--- config.mk ---
export PLATFORM = sky130hd
export DESIGN_NAME = ssd_display_arbiter
export DESIGN_NICKNAME = d
export VERILOG_FILES = /design/src/rtl/ssd_pkg.sv /design/src/rtl/ssd_rr_pick.sv /design/src/rtl/ssd_display_arbiter.sv
export SDC_FILE = /design/constraint.sdc
export NUM_CORES = 1
export LEC_CHECK = 0
export CORE_AREA = 4 4 101 103
export CTS_CLUSTER_DIAMETER = 80
export DETAILED_ROUTE_END_ITERATION = 8
export DIE_AREA = 0 0 105 107
export PLACE_DENSITY = 0.84
export SYNTH_ARGS = -nofsm -noshare
export SYNTH_HDL_FRONTEND = slang
export SYNTH_SLANG_ARGS = --single-unit
--- constraint.sdc ---
create_clock -name clk -period 3.3 [get_ports clk]
set_clock_uncertainty 0.05 [all_clocks]
set_input_delay 0.66 -clock clk [delete_from_list [all_inputs] [get_ports clk]]
set_output_delay 0.66 -clock clk [all_outputs]
set_load 0.03 [all_outputs]
--- src/rtl/ssd_pkg.sv ---
// Shared types and constants for the seven-segment display arbiter.
package ssd_pkg;

  localparam int         NUM_CLIENTS = 4;
  localparam logic [3:0] BLANK_MODE  = 4'b0000;

  typedef enum logic [1:0] {
    ST_IDLE = 2'd0,
    ST_OWN  = 2'd1,
    ST_GAP  = 2'd2
  } state_e;

endpackage

--- src/rtl/ssd_rr_pick.sv ---
// Round-robin pick: first set req bit scanning circularly from last+1.
module ssd_rr_pick (
  input  logic [3:0] req,
  input  logic [1:0] last,
  output logic [1:0] winner,
  output logic       any
);

  logic [1:0] idx;

  // Scan from the lowest-priority offset down so the nearest requester wins.
  always_comb begin
    winner = 2'd0;
    idx    = 2'd0;
    for (int k = 3; k >= 0; k--) begin
      idx = last + 2'(k + 1);
      if (req[idx]) winner = idx;
    end
  end

  assign any = |req;

endmodule

--- src/rtl/ssd_display_arbiter.sv ---
// Round-robin owner of a shared 4-digit SSD with a minimum dwell per owner
// and a blanking gap between owners. All outputs are registered.
module ssd_display_arbiter
  import ssd_pkg::*;
#(
  parameter int DWELL = 100000000,
  parameter int GAP   = 10000000,
  parameter int CNT_W = 27
) (
  input  logic        clk,
  input  logic        rst,
  input  logic [3:0]  req,
  input  logic [15:0] data0,
  input  logic [15:0] data1,
  input  logic [15:0] data2,
  input  logic [15:0] data3,
  input  logic [3:0]  mode0,
  input  logic [3:0]  mode1,
  input  logic [3:0]  mode2,
  input  logic [3:0]  mode3,
  output logic [3:0]  grant,
  output logic [3:0]  digit0,
  output logic [3:0]  digit1,
  output logic [3:0]  digit2,
  output logic [3:0]  digit3,
  output logic [3:0]  mode,
  output logic        busy
);

  localparam logic [CNT_W-1:0] DWELL_LAST = CNT_W'(DWELL - 1);
  localparam logic [CNT_W-1:0] GAP_LAST   = CNT_W'(GAP - 1);
  localparam logic [CNT_W-1:0] CNT_ONE    = CNT_W'(1);

  state_e           state_q;
  logic [1:0]       last_q;
  logic [CNT_W-1:0] cnt_q;
  logic [3:0]       grant_q, mode_q;
  logic [15:0]      dig_q;
  logic             busy_q;

  logic [NUM_CLIENTS-1:0][15:0] data_a;
  logic [NUM_CLIENTS-1:0][3:0]  mode_a;
  logic [1:0] winner;
  logic       any, take, drop, preempt;
  logic [3:0] owner_oh;

  assign data_a = {data3, data2, data1, data0};
  assign mode_a = {mode3, mode2, mode1, mode0};

  ssd_rr_pick u_pick (
    .req    (req),
    .last   (last_q),
    .winner (winner),
    .any    (any)
  );

  // While owning, last_q is the current owner.
  assign owner_oh = 4'b0001 << last_q;
  assign drop     = ~req[last_q];
  assign preempt  = (cnt_q == DWELL_LAST) && |(req & ~owner_oh);
  assign take     = any && ((state_q == ST_IDLE) ||
                            (state_q == ST_GAP && cnt_q == GAP_LAST));

  always_ff @(posedge clk or negedge rst) begin
    if (!rst) begin
      state_q <= ST_IDLE;
      last_q  <= 2'd3;
      cnt_q   <= '0;
      grant_q <= 4'b0000;
      dig_q   <= 16'h0000;
      mode_q  <= BLANK_MODE;
      busy_q  <= 1'b0;
    end else if (take) begin
      state_q <= ST_OWN;
      last_q  <= winner;
      cnt_q   <= '0;
      grant_q <= 4'b0001 << winner;
      dig_q   <= data_a[winner];
      mode_q  <= mode_a[winner];
      busy_q  <= 1'b1;
    end else begin
      case (state_q)
        ST_IDLE: begin
          grant_q <= 4'b0000;
          mode_q  <= BLANK_MODE;
          busy_q  <= 1'b0;
        end
        ST_OWN: begin
          if (drop || preempt) begin
            state_q <= ST_GAP;
            grant_q <= 4'b0000;
            mode_q  <= BLANK_MODE;
            cnt_q   <= '0;
          end else begin
            dig_q  <= data_a[last_q];
            mode_q <= mode_a[last_q];
            if (cnt_q != DWELL_LAST) cnt_q <= cnt_q + CNT_ONE;
          end
        end
        ST_GAP: begin
          if (cnt_q == GAP_LAST) begin
            state_q <= ST_IDLE;
            busy_q  <= 1'b0;
          end else begin
            cnt_q <= cnt_q + CNT_ONE;
          end
        end
        default: begin
          state_q <= ST_IDLE;
          grant_q <= 4'b0000;
          mode_q  <= BLANK_MODE;
          busy_q  <= 1'b0;
          cnt_q   <= '0;
        end
      endcase
    end
  end

  assign grant  = grant_q;
  assign digit0 = dig_q[3:0];
  assign digit1 = dig_q[7:4];
  assign digit2 = dig_q[11:8];
  assign digit3 = dig_q[15:12];
  assign mode   = mode_q;
  assign busy   = busy_q;

endmodule

======== Word-level counts from Yosys, hierarchy flattened ========
Index checks and enable logic that the tools add are counted.
Widths: inputs -> output; s select.
storage, ports and cells
  register bits ........................... 56
  input port bits ......................... 86
  output and inout port bits .............. 25
  logic and storage cells ................. 89
cells by class
  $add $sub $neg .......................... 4
  $lt $le $gt $ge ......................... 5
  eq/ne operators ......................... 13
  shift operators ......................... 2
  multiplexer cells ....................... 41
  bitwise gates (word level) .............. 3
  reductions and logical operators ........ 14
operators with widths
  cell                   count
  $mux 27                4
  $pmux 27 s3            1
  $mux 16                5
  $bmux 16 s2            2
  $add 27x1->27 const B  1
  $eq 27x24->1 const B   1
  $eq 27x27->1 const B   1
  $ne 27x27->1 const B   1
  $mux 4                 6
  $bmux 4 s2             2
  $pmux 4 s2             2
  $lt 2x3->1 const B     5
  $mux 2                 7
  $bmux 1 s2             4
  $ne 2x2->1 const B     4
  $reduce_or 4->1        2
  $shl 1x2->4 const A    2
  $mux 1                 6
  $ne 3x3->1 const B     2
  $pmux 2 s3             1
  $reduce_and 2->1       3
  $reduce_and 3->1       2
  $add 2x2->2 const B    2
  $and 4x4->4            1
  12 further kinds       15

======== Depth between registers and ports, before layout ========
Gate-level depths: netlist of the first run.
  depth in word-level cells ............... 9
  gate-level depth with buffers ........... 11
  mapped depth without buffers ............ 8

======== Modules after synthesis ========
A second synthesis of the first run with hierarchy kept.
second synthesis, totals
  cell total of the unflattened synthesis .. 429
  area, all modules ....................... 4346.7 µm²
by module, submodules not included
  module               times used  cells an instance  area an instance (µm²)  seq. area each (µm²)
  ssd_display_arbiter  1           415                4255.3                  1403.8
  ssd_rr_pick          1           14                 91.3                    0.0

======== Worst setup path after synthesis of the first run ========
OpenSTA, ideal clock, no wires.
  kind .................................... flip-flop to flip-flop
  start ................................... register last_q[0]
  end ..................................... register dig_q[10]
  setup time .............................. 0.079 ns
  arrival time ............................ 2.525 ns
  required time ........................... 3.171 ns
  slack ................................... 0.645 ns
  stages on the path, launching flop included .. 8
  buffers on the path ..................... 2
  period minus slack after synthesis ...... 2.655 ns
  cells stage by stage .................... dfstp_2 buf_6 inv_1 ha_1 o31ai_1 clkbuf_1 mux2_2 mux2i_1
between the ends
  word-level cells in the longest chain between the ends .. 9
  elaborated cells on any way between the ends .. 31
  classes of those cells .................. 3 x add/sub; 1 x eq/ne; 1 x shift; 19 x mux; 3 x bitwise; 4 x reduce/logical
ends and longest elaborated chain
  element                                                 line                                                             text
  start, declared                                         ssd_display_arbiter.sv:35                                        logic [1:0] last_q;
  start signal, assigned                                  ssd_display_arbiter.sv:75                                        last_q <= winner;
  $add 2x2->2 or $bmux 1 s2 (tied branches)               ssd_rr_pick.sv:16, ssd_rr_pick.sv:17, ssd_display_arbiter.sv:59
  $bmux 1 s2 or $mux 1 (tied branches)                    ssd_rr_pick.sv:17, ssd_display_arbiter.sv:59
  $mux 1 (implied by the code) or $mux 2 (tied branches)  ssd_rr_pick.sv:17                                                if (req[idx]) winner = idx;
  $mux 2 (3 in series)                                    ssd_rr_pick.sv:17
  $bmux 16 s2                                             ssd_display_arbiter.sv:78                                        dig_q <= data_a[winner];
  $mux 16 (implied by the code)                           ssd_display_arbiter.sv:78
  $mux 16                                                 ssd_display_arbiter.sv:73                                        end else if (take) begin
  end signal, assigned                                    ssd_display_arbiter.sv:78
  end signal, assigned                                    ssd_display_arbiter.sv:95                                        dig_q <= data_a[last_q];
  end, declared                                           ssd_display_arbiter.sv:38                                        logic [15:0] dig_q;
Parallel ways exist; a longest one is shown, timed or not. The select of a mux whose other input is x is not followed.
A chain may end at the register's enable or synchronous reset.

======== Worst setup path in the final report of the first run ========
  start ................................... input port req[1]
  end ..................................... register cnt_q[6]
between the ends
  word-level cells in the longest chain between the ends .. 7
  elaborated cells on any way between the ends .. 16
  classes of those cells .................. 3 x eq/ne; 5 x mux; 2 x bitwise; 6 x reduce/logical
ends and longest elaborated chain
  element                                                          line                                                  text
  start, declared                                                  ssd_display_arbiter.sv:12                             input logic [3:0] req,
  $bmux 1 s2 or $and 4x4->4 (tied branches)                        ssd_display_arbiter.sv:59, ssd_display_arbiter.sv:60
  $mux 1 (implied by the code) or $reduce_or 4->1 (tied branches)  ssd_display_arbiter.sv:59, ssd_display_arbiter.sv:60
  $not 1->1 or $logic_and 1x1->1 (tied branches)                   ssd_display_arbiter.sv:59, ssd_display_arbiter.sv:60
  $logic_or 1x1->1                                                 ssd_display_arbiter.sv:89                             if (drop || preempt) begin
  $mux 27                                                          ssd_display_arbiter.sv:89
  $pmux 27 s3                                                      ssd_display_arbiter.sv:82                             case (state_q)
  $mux 27                                                          ssd_display_arbiter.sv:73
  end signal, assigned                                             ssd_display_arbiter.sv:97                             if (cnt_q != DWELL_LAST) cnt_q <= cnt_q + CNT_ONE;
  end signal, assigned                                             ssd_display_arbiter.sv:105                            cnt_q <= cnt_q + CNT_ONE;
  end, declared                                                    ssd_display_arbiter.sv:36                             logic [CNT_W-1:0] cnt_q;
Parallel ways exist; a longest one is shown, timed or not. The select of a mux whose other input is x is not followed.

==> results of run 1 <==
==> power groups by stage <==
stage	clock network [uW]	registers, uW	logic (uW)
after CTS	430	1020	3150
after global placement	0	1030	3040
after floorplan	0	1280	2130
after detailed placement	0	1030	3140
final	426	1020	3140
after global routing	461	1040	3360
==> through the flow <==
step                cells  setup WS [ps]
floorplan             436          645.1
global placement      646          209.4
detailed placement    646          52.11
CTS                   654          404.7
global route          654          253.4
finish                654          413.1
==> layout by cell type, fill, tap and decap left out, drive strengths merged, types with 8 or more instances in the layout <==
cell type / count
nand3: 18
dfrtp: 54
inv: 21
nor3: 12
mux2i: 79
ha: 8
mux4: 22
nand2: 22
o21ai: 20
nor2: 21
mux2: 23
buf: 18
a21oi: 12
nand4: 8
clkdlybuf4s50: 109
a22o: 11
==> worst reg2reg max path, cell delays in order (launching register included) <==
cell and delay [ps]:
dfrtp_1 420, inv_1 110, ha_1 380, inv_1 220
o31a_1 380, mux2i_1 390, nand2_1 300, o41ai_1 370
==> how the worst max path moves through the flow <==
stage | cells after the start | startpoint | to
global route | 7 | req[1] | cnt_q[6]
floorplan | 7 | last_q[0] | dig_q[10]
finish | 7 | req[1] | cnt_q[6]
detailed placement | 7 | req[1] | cnt_q[6]
CTS | 7 | req[1] | cnt_q[6]
global placement | 7 | req[1] | cnt_q[6]
==> cell type report <==
type | count | area (um2)
Clock buffer | 5 | 68.82
Timing Repair Buffer | 127 | 1236
Fill cell | 713 | 3313
Tap cell | 111 | 138.9
Multi-Input combinational cell | 332 | 2927
Inverter | 20 | 75.07
Sequential cell | 56 | 1404
Clock inverter | 3 | 33.78
==> flip-flops by register name (all words and copies together), names as in the netlist <==
name     cells
busy         1
mode         4
cnt_q       27
dig_q       16
state_q      2
grant        4
last_q       2
==> kinds of logic (layout without fill, tap and decap cells) <==
kind of cell | after synthesis | count (layout) | share of synthesized area (%)
fa+ha+maj | 8 | 8 | 2.174
buf+inv | 48 | 155 | 6.331
flops | 56 | 56 | 30.49
compound gates | 79 | 79 | 11.79
simple gates | 121 | 121 | 15.57
mux | 124 | 124 | 33.64
==> routing by layer <==
metal  global-route usage, %  vias up  routed length (um)  part of all wire, %
met5                       0        -                   0                    0
met4                   6.279        0                 178                  1.4
met3                   6.321       14                1000                  8.1
met2                   38.73      159                6359                   52
met1                   25.76     2017                4809                   39
li1                        -     1878                   -                    -
==> impl_metrics.tcl, run 1 <==
set metrics [dict create \
    post-route-util_pct 63.97 \
    post-route-period-util_pct 87.48 \
    reg2reg_setup_slack_ps 550 \
    cts_resized 0 \
    ys_types 59 \
    status "finished, final reports clean" \
    overflow 0 \
    max_freq_mhz 346.4 \
    cts-buffers-inserted 5 \
    grt_start_max_net_pins 49 \
    ys_seq_elements 56 \
    syn_nets 530 \
    ioPinCount 111 \
    whs_path_depth 1 \
    synth_common_cells "79 x mux2i_1, 54 x dfrtp_1, 22 x mux2_2, 22 x mux4_2, 22 x nand2_1" \
    num_vias 4068 \
    seq_power_share_pct 22.3 \
    drive_gt1_share_pct 15.65 \
    ys_seq_area_share_pct 30.49 \
    maxCapViolCount 0 \
    ir_worst_vdd_v 0.0004593 \
    switching_share_pct 43.60 \
    dp_hpwl_um 9498 \
    worstPathArrival_ps 3040 \
    hold_class "flop to flop" \
    fin_area_um2 5883 \
    diodes 0 \
    fin_crit_ps 2887 \
    grt_usage_pct 21.85 \
    nets 636 \
    holdCritStartpoint "grant[2]" \
    wire_per_inst_um 18.88 \
    setup_viol 0 \
    die_h_um 107 \
    initial_core_util_pct 50.07 \
    avgSynthCellArea_um2 10.56 \
    drt-total-wl_um 12350 \
    cpPeakStageDelay_ps 580 \
    critPathTopFamily "multiplexers" \
    area_delta_synth_final_pct 27.77 \
    htreeDepth 2 \
    whs_endpoint "grant[2]" \
    pwr-share-comb_pct 68.4 \
    cts_sinks 56 \
    synth_top_area_share_pct 29.35 \
    r2r-start "state_q[0]" \
    worst-path-buf-inv 1 \
    grt_antenna_before_repair 0 \
    cts_setup_buffers 0 \
    regToRegEndpoint "cnt_q[6]" \
    coreArea_um2 9196 \
    hold_ws_ps 441.5 \
    cts_hold_buffers 0 \
    synth_area_leader_cell "dfrtp_1" \
    die_x_um 105 \
    end_kind "flop" \
    slowest_stage "clkdlybuf4s50_1" \
    intPower_uw 2587 \
    vias_per_cell 6.220 \
    die_area_um2 11240 \
    slew_viol_final 0 \
    cts_tree "built" \
    tightest_slew_ps 1120 \
    clk_pin_slew_ps 130 \
    drt_iter0_markers 188 \
    synth_warnings 0 \
    rsz0062_at_grt "false" \
    port_buffers 110 \
    finalHoldViolations 0 \
    syn_area_um2 4604 \
    power.share.clock_pct 9.3 \
    timing.critical_path.mode_cell "nand2_1" \
    worstSetupStartpointType "primary input" \
    root_buffer "clkbuf_8" \
    grt_pass1_vias 4314 \
    placed_area_um2 5781 \
    ys_top_cells_by_area "dfrtp_1 29%, mux2i_1 17%, mux4_2 11%" \
    drc 0 \
    worst-setup-path-type "primary input to flop" \
    postSynthCellCount 436 \
    total_power_uw 4587 \
    yosysMostFrequentCell "mux2i_1" \
    critPathMaxFanout 9 \
    cts_buffer_depth 2 \
    ant_nets 0 \
    worstPathCellList "clkdlybuf4s50_1 > mux4_2 > nand2_1 > nor4_1 > mux2i_1 > nand2_1 > o41ai_1" \
    r2r_cells 7 \
    p_leak_uw 0.002451 \
    crit_required_ps 3460 \
    rows 35 \
    synth-async-reset-ratio_pct 100.0 \
    synth-main-ff-cell "dfrtp_1" \
    gp_congestion 0.8691 \
    insertion_delay_ps 330 \
    synth_edf_count 0 \
    first_pass_iters 5 \
    cellPowerDensity_nw_per_um2 779.7 \
    tns_ps 0 \
    p_switching_uw 2000 \
    relSlewSlack_pct 25.36 \
    grt_pass1_wl_um 20210 \
]
No activity file was read; power rests on OpenSTA's default activity.
==> inputs of run 2 (changes only) <==
--- a/config.mk
+++ b/config.mk
@@ -5,11 +5,12 @@
 export SDC_FILE = /design/constraint.sdc
 export NUM_CORES = 1
 export LEC_CHECK = 0
-export CORE_AREA = 4 4 101 103
+export ABC_AREA = 1
+export CORE_AREA = 4 4 113 115
 export CTS_CLUSTER_DIAMETER = 80
 export DETAILED_ROUTE_END_ITERATION = 8
-export DIE_AREA = 0 0 105 107
-export PLACE_DENSITY = 0.84
+export DIE_AREA = 0 0 117 119
+export PLACE_DENSITY = 0.81
 export SYNTH_ARGS = -nofsm -noshare
 export SYNTH_HDL_FRONTEND = slang
 export SYNTH_SLANG_ARGS = --single-unit
==> constraint.sdc (replaced) <==
create_clock -name clk -period 2.61 [get_ports clk]
set_clock_uncertainty 0.05 [all_clocks]
set_input_delay 0.522 -clock clk [delete_from_list [all_inputs] [get_ports clk]]
set_output_delay 0.522 -clock clk [all_outputs]
set_load 0.03 [all_outputs]
==> impl_metrics.tcl, run 2 <==
set metrics [dict create \
    yosysMostFrequentCell "nand2_1" \
    relSlewSlack_pct 65.63 \
    hold_class "primary input to asynchronous set/reset pin" \
    drc 0 \
    drt_iter0_markers 596 \
    ys_top_cells_by_area "dfrtp_1 24%, nand2_1 23%, nand3_1 14%" \
    top_regs "cnt_q: 27 flops, dig_q: 16 flops" \
    cts_sinks 56 \
    slew_viol_final 0 \
    ir_worst_vdd_v 0.0002721 \
    postSynthCellCount 955 \
    insertion_delay_ps 300 \
    cts_setup_buffers 0 \
    tns_ps 0 \
    cts_buffer_depth 2 \
    die_x_um 117 \
    worstSetupStartpointType "flop" \
    grt_start_max_net_pins 43 \
    rsz0062_at_grt "false" \
    rows 40 \
    busiest_layer "met2" \
    first_pass_iters 5 \
    gp_congestion 0.9571 \
    final_cell_mix "339 x nand2_1, 151 x nand3_1, 109 x clkdlybuf4s50_1" \
    wire_per_inst_um 14.74 \
    synth-async-reset-ratio_pct 100.0 \
    dp_hpwl_um 12940 \
    use_met2_pct 43.14 \
    status "finished, final reports clean" \
    maxCapViolCount 0 \
    cts_resized 0 \
    root_buffer "clkbuf_16" \
    initial_core_util_pct 47.32 \
    num_vias 6646 \
    drt-total-wl_um 17700 \
    worst-setup-path-type "flop to flop" \
    critPathMaxFanout 23 \
    fin_cells 1201 \
    dp.cells 1193 \
    grt_pass1_wl_um 29930 \
    max_freq_mhz 413.5 \
    syn_area_um2 5589 \
    coreArea_um2 11810 \
    area_delta_synth_final_pct 27.85 \
    gr-usage-met1_pct 32.95 \
    largest_reg_flops 27 \
    synth_area_leader_cell "dfrtp_1" \
    end_kind "flop" \
    port_buffers 110 \
    cts_tree "built" \
    htreeDepth 2 \
    p_leak_uw 0.003307 \
    crit_required_ps 2790 \
    die_h_um 119 \
    avgSynthCellArea_um2 5.852 \
    diodes 0 \
    overflow 0 \
    n_fill_cell 1115 \
    post-route-period-util_pct 92.65 \
    vias_per_cell 5.534 \
    tightest_slew_ps 515.6 \
    ant_nets 0 \
    nets 1147 \
    ys_seq_area_share_pct 25.12 \
    synth-main-ff-cell "dfrtp_1" \
    syn_nets 1049 \
    synth_top_area_share_pct 24.18 \
    grt_util_met3_pct 4.929 \
    worstPathArrival_ps 2590 \
    clk_pin_slew_ps 80 \
    fin_crit_ps 2418 \
    grt_antenna_before_repair 0 \
    top_register "cnt_q" \
    grt_pass1_vias 6405 \
    ioPinCount 111 \
    cts-buffers-inserted 5 \
    grt_usage_pct 25.94 \
    synth_warnings 0 \
    synth_common_cells "339 x nand2_1, 151 x nand3_1, 105 x nor2_1" \
    drive_gt1_share_pct 7.306 \
    setup_viol 0 \
    ys_seq_elements 56 \
    die_area_um2 13920 \
    final_common_cell "nand2_1" \
    cts_hold_buffers 0 \
    synth_edf_count 0 \
    cellPowerDensity_nw_per_um2 335.6 \
    ys_types 36 \
    finalHoldViolations 0 \
]
-- run 2: cell count changes after synthesis, sizes merged, moves of 47 or more --
| cell | previous run | this run |
|---|---|---|
| nand2 | 22 | 350 |
| nand3 | 18 | 153 |
| inv | 20 | 67 |
| nor2 | 21 | 108 |
| o21ai | 20 | 78 |
| mux2i | 79 | 0 |
-- run 2: per-layer routing --
layer	routed length, um	part of all wire, %	vias up
met2	8568	48	318
met4	505	2.9	0
li1	-	-	3297
met1	7169	40	2988
met5	0	0	-
met3	1460	8.2	43
-- run 2: worst paths after layout --
kind	startpoint	endpoint	cells past startpoint	slack, ps
worst max register to register	cnt_q[18]	grant[3]	11	190
worst min register to register	grant[3]	grant[3]	2	440
worst max-delay path	cnt_q[18]	grant[3]	11	190
min in group clk	grant[3]	grant[3]	2	440
max in group asynchronous	rst	cnt_q[7]	2	1680
worst min-delay path	rst	cnt_q[2]	1	140
-- run 2: critical path, cell delays in order, from the launching register on --
cell and delay, ps:
dfrtp_1 440, inv_1 100, nand3_1 90, nor3_1 320
buf_4 190, nand3_1 130, nand2_2 120, nand2_4 70
buf_12 160, nor2_4 390, inv_1 120, o21ai_0 160
-- run 2: cell type report --
| class | instances | area (um2) | share of cell area [%] |
|---|---|---|---|
| clock buffer | 5 | 125.1 | 1.751 |
| clock inverter | 3 | 90.09 | 1.261 |
| inverter | 67 | 254.0 | 3.555 |
| multi-input combinational | 776 | 3627 | 50.76 |
| sequential | 56 | 1404 | 19.65 |
| tap | 147 | 183.9 | 2.574 |
| timing repair buffer | 147 | 1461 | 20.45 |
-- run 2: stage by stage --
stage | instance area [um2] | total power (uW) | utilization, % | setup slack [ps] | hold slack [ps]
4_1_cts | 7146 | 2410 | 60.50 | 192.4 | 158.7
6_report | 7146 | 2398 | 60.50 | 191.7 | 141.8
5_1_grt | 7146 | 2494 | 60.50 | 22.85 | 181.8
3_3_place_gp | 6930 | 1419 | 58.68 | 120.9 | 422.5
2_1_floorplan | 5589 | 1157 | - | 185.0 | 176.4
3_5_place_dp | 6930 | 1422 | 58.68 | 31.40 | 427.3
-- run 2: logic make-up (layout without fill, tap and decap cells) --
group                    count (synthesis)  after routing  share of synthesized area, %
adder cells (fa/ha/maj)                  8              8                         1.791
flip-flops                              56             56                         25.12
AND/OR/NAND/NOR                        650            650                         50.64
buffers and inverters                  123            222                         10.05
AO/OA/AOI/OAI                          104            104                         10.21
XOR/XNOR                                14             14                         2.194
-- run 2: where the power goes --
| part | internal, uW | total (uW) | switching, uW |
|---|---|---|---|
| combinational | 245 | 509 | 263 |
| clock | 648 | 988 | 340 |
| sequential | 886 | 901 | 15.0 |
| total | 1780 | 2400 | 618 |
==> inputs of run 3 (changes only) <==
--- a/config.mk
+++ b/config.mk
@@ -5,12 +5,11 @@
 export SDC_FILE = /design/constraint.sdc
 export NUM_CORES = 1
 export LEC_CHECK = 0
-export ABC_AREA = 1
-export CORE_AREA = 4 4 113 115
+export CORE_AREA = 4 4 106 108
 export CTS_CLUSTER_DIAMETER = 80
 export DETAILED_ROUTE_END_ITERATION = 8
-export DIE_AREA = 0 0 117 119
-export PLACE_DENSITY = 0.81
+export DIE_AREA = 0 0 110 112
+export PLACE_DENSITY = 0.8
 export SYNTH_ARGS = -nofsm -noshare
 export SYNTH_HDL_FRONTEND = slang
 export SYNTH_SLANG_ARGS = --single-unit
==> impl_metrics.tcl, run 3 (synthesis gave the netlist of run 1 again) <==
set metrics [dict create \
    drt_iter0_markers 183 \
    worstPathArrival_ps 2720 \
    first_pass_iters 4 \
    cts_tree "built" \
    hold_ws_ps 273.4 \
    reg2reg_setup_slack_ps 140 \
    seq_power_share_pct 20.5 \
    setup_viol 0 \
    switching_share_pct 42.24 \
    p_leak_uw 0.002597 \
    overflow 0 \
    area_delta_synth_final_pct 34.35 \
    pwr-share-comb_pct 71.1 \
    nets 661 \
    die_h_um 112 \
    worst-setup-path-type "primary input to flop" \
    insertion_delay_ps 330 \
    final_common_cell "clkdlybuf4s50_1" \
    drt-total-wl_um 12540 \
    ant_nets 0 \
    die_x_um 110 \
    cts_sinks 56 \
    largest_reg_flops 27 \
    drc 0 \
    rows 37 \
    r2r-start "last_q[0]" \
    initial_core_util_pct 45.00 \
    grt_usage_pct 20.95 \
    hold_class "primary input to asynchronous set/reset pin" \
    crit_required_ps 2820 \
    cts_hold_buffers 0 \
    worstSetupStartpointType "primary input" \
    power.share.clock_pct 8.4 \
    intPower_uw 3555 \
    coreArea_um2 10230 \
    critPathMaxFanout 9 \
    total_power_uw 6156 \
    end_kind "flop" \
    grt_antenna_before_repair 0 \
    ioPinCount 111 \
    top_register "cnt_q" \
    setup_ws_ps 104.8 \
    maxCapViolCount 0 \
    tns_ps 0 \
    htreeDepth 2 \
    grt_start_max_net_pins 57 \
    drive_gt1_share_pct 19.54 \
    relSlewSlack_pct 52.19 \
    r2r_cells 9 \
    cts_buffer_depth 2 \
    status "finished, final reports clean" \
    fin_crit_ps 2505 \
    cts-buffers-inserted 5 \
    grt_pass1_wl_um 20690 \
    p_switching_uw 2600 \
    gp_congestion 0.8519 \
    finalHoldViolations 0 \
    wire_per_inst_um 17.82 \
    vias_per_cell 5.837 \
    slew_viol_final 0 \
    num_vias 4109 \
    cellPowerDensity_nw_per_um2 995.1 \
    diodes 0 \
    regToRegEndpoint "dig_q[2]" \
    port_buffers 110 \
    n_fill_cell 821 \
    top_regs "cnt_q: 27 flops, dig_q: 16 flops" \
    dp_hpwl_um 9494 \
    grt_pass1_vias 4358 \
    root_buffer "clkbuf_8" \
    clk_pin_slew_ps 120 \
    post-route-period-util_pct 95.99 \
    post-place-ws_ps -255.6 \
    tightest_slew_ps 717.1 \
    max_freq_mhz 399.2 \
    final_cell_mix "109 x clkdlybuf4s50_1, 79 x mux2i_1, 54 x dfrtp_1" \
    die_area_um2 12320 \
    ir_worst_vdd_v 0.0006686 \
]
==> run 3: stage by stage <==
stage | std cells | utilization (%) | instance area, um2
6_report | 704 | 60.46 | 6186
5_1_grt | 704 | 60.46 | 6186
4_1_cts | 703 | 60.34 | 6173
3_5_place_dp | 693 | 58.91 | 6027
3_3_place_gp | 693 | 58.91 | 6027
2_1_floorplan | 436 | - | 4609
==> run 3: routing by layer <==
layer | routed length (um) | up-vias | track usage [%] | part of all wire (%)
li1 | - | 1931 | - | -
met1 | 5023 | 1999 | 24.92 | 40
met2 | 6306 | 155 | 35.60 | 50
met3 | 949 | 24 | 6.493 | 7.6
met4 | 265 | 0 | 6.733 | 2.1
met5 | 0 | - | 0 | 0
==> run 3: worst max-delay path, cell delays in order <==
cell and delay, ps:
clkdlybuf4s50_1 420, buf_4 170, nor4_4 310, nand2b_1 190, nand3_2 140, or3_4 500, nor2_4 160, buf_4 170
a22o_1 130
==> run 3: layout make-up <==
cell class              instances  area (um2)  share of cell area [%]
multi-input cells             332        2949                   47.67
repair buffers                152        1494                   24.15
flip-flops and latches         56        1404                   22.69
well taps                     136       170.2                   2.751
inverters                      20       75.07                   1.214
clock buffers                   5       68.82                   1.112
clock inverters                 3       25.02                  0.4045
==> run 3: power by group through the flow <==
| stage | combinational [uW] | sequential (uW) | clock, uW |
|---|---|---|---|
| 2_1_floorplan | 2700 | 1610 | 0 |
| 3_3_place_gp | 4090 | 1290 | 0 |
| 3_5_place_dp | 4230 | 1290 | 0 |
| 4_1_cts | 4390 | 1270 | 528 |
| 5_1_grt | 4690 | 1290 | 568 |
| 6_report | 4380 | 1260 | 518 |
==> run 3: worst max path at each step <==
stage              start         to  slack, ps  cells past startpoint
3_5_place_dp      req[1]  dig_q[10]       -260                      7
5_1_grt        last_q[0]   dig_q[1]         -3                      9
2_1_floorplan  last_q[0]  dig_q[10]        120                      7
4_1_cts        last_q[0]   dig_q[6]          8                      9
6_report          req[0]  cnt_q[26]        100                      9
3_3_place_gp      req[0]  cnt_q[13]       -200                      9
==> run 3: timing repair <==
item	4_1_cts	5_1_grt
cloned	1	0
resized for setup	1	2
pin swaps	0	0
setup endpoints to repair	5	17
buffers inserted	1	1
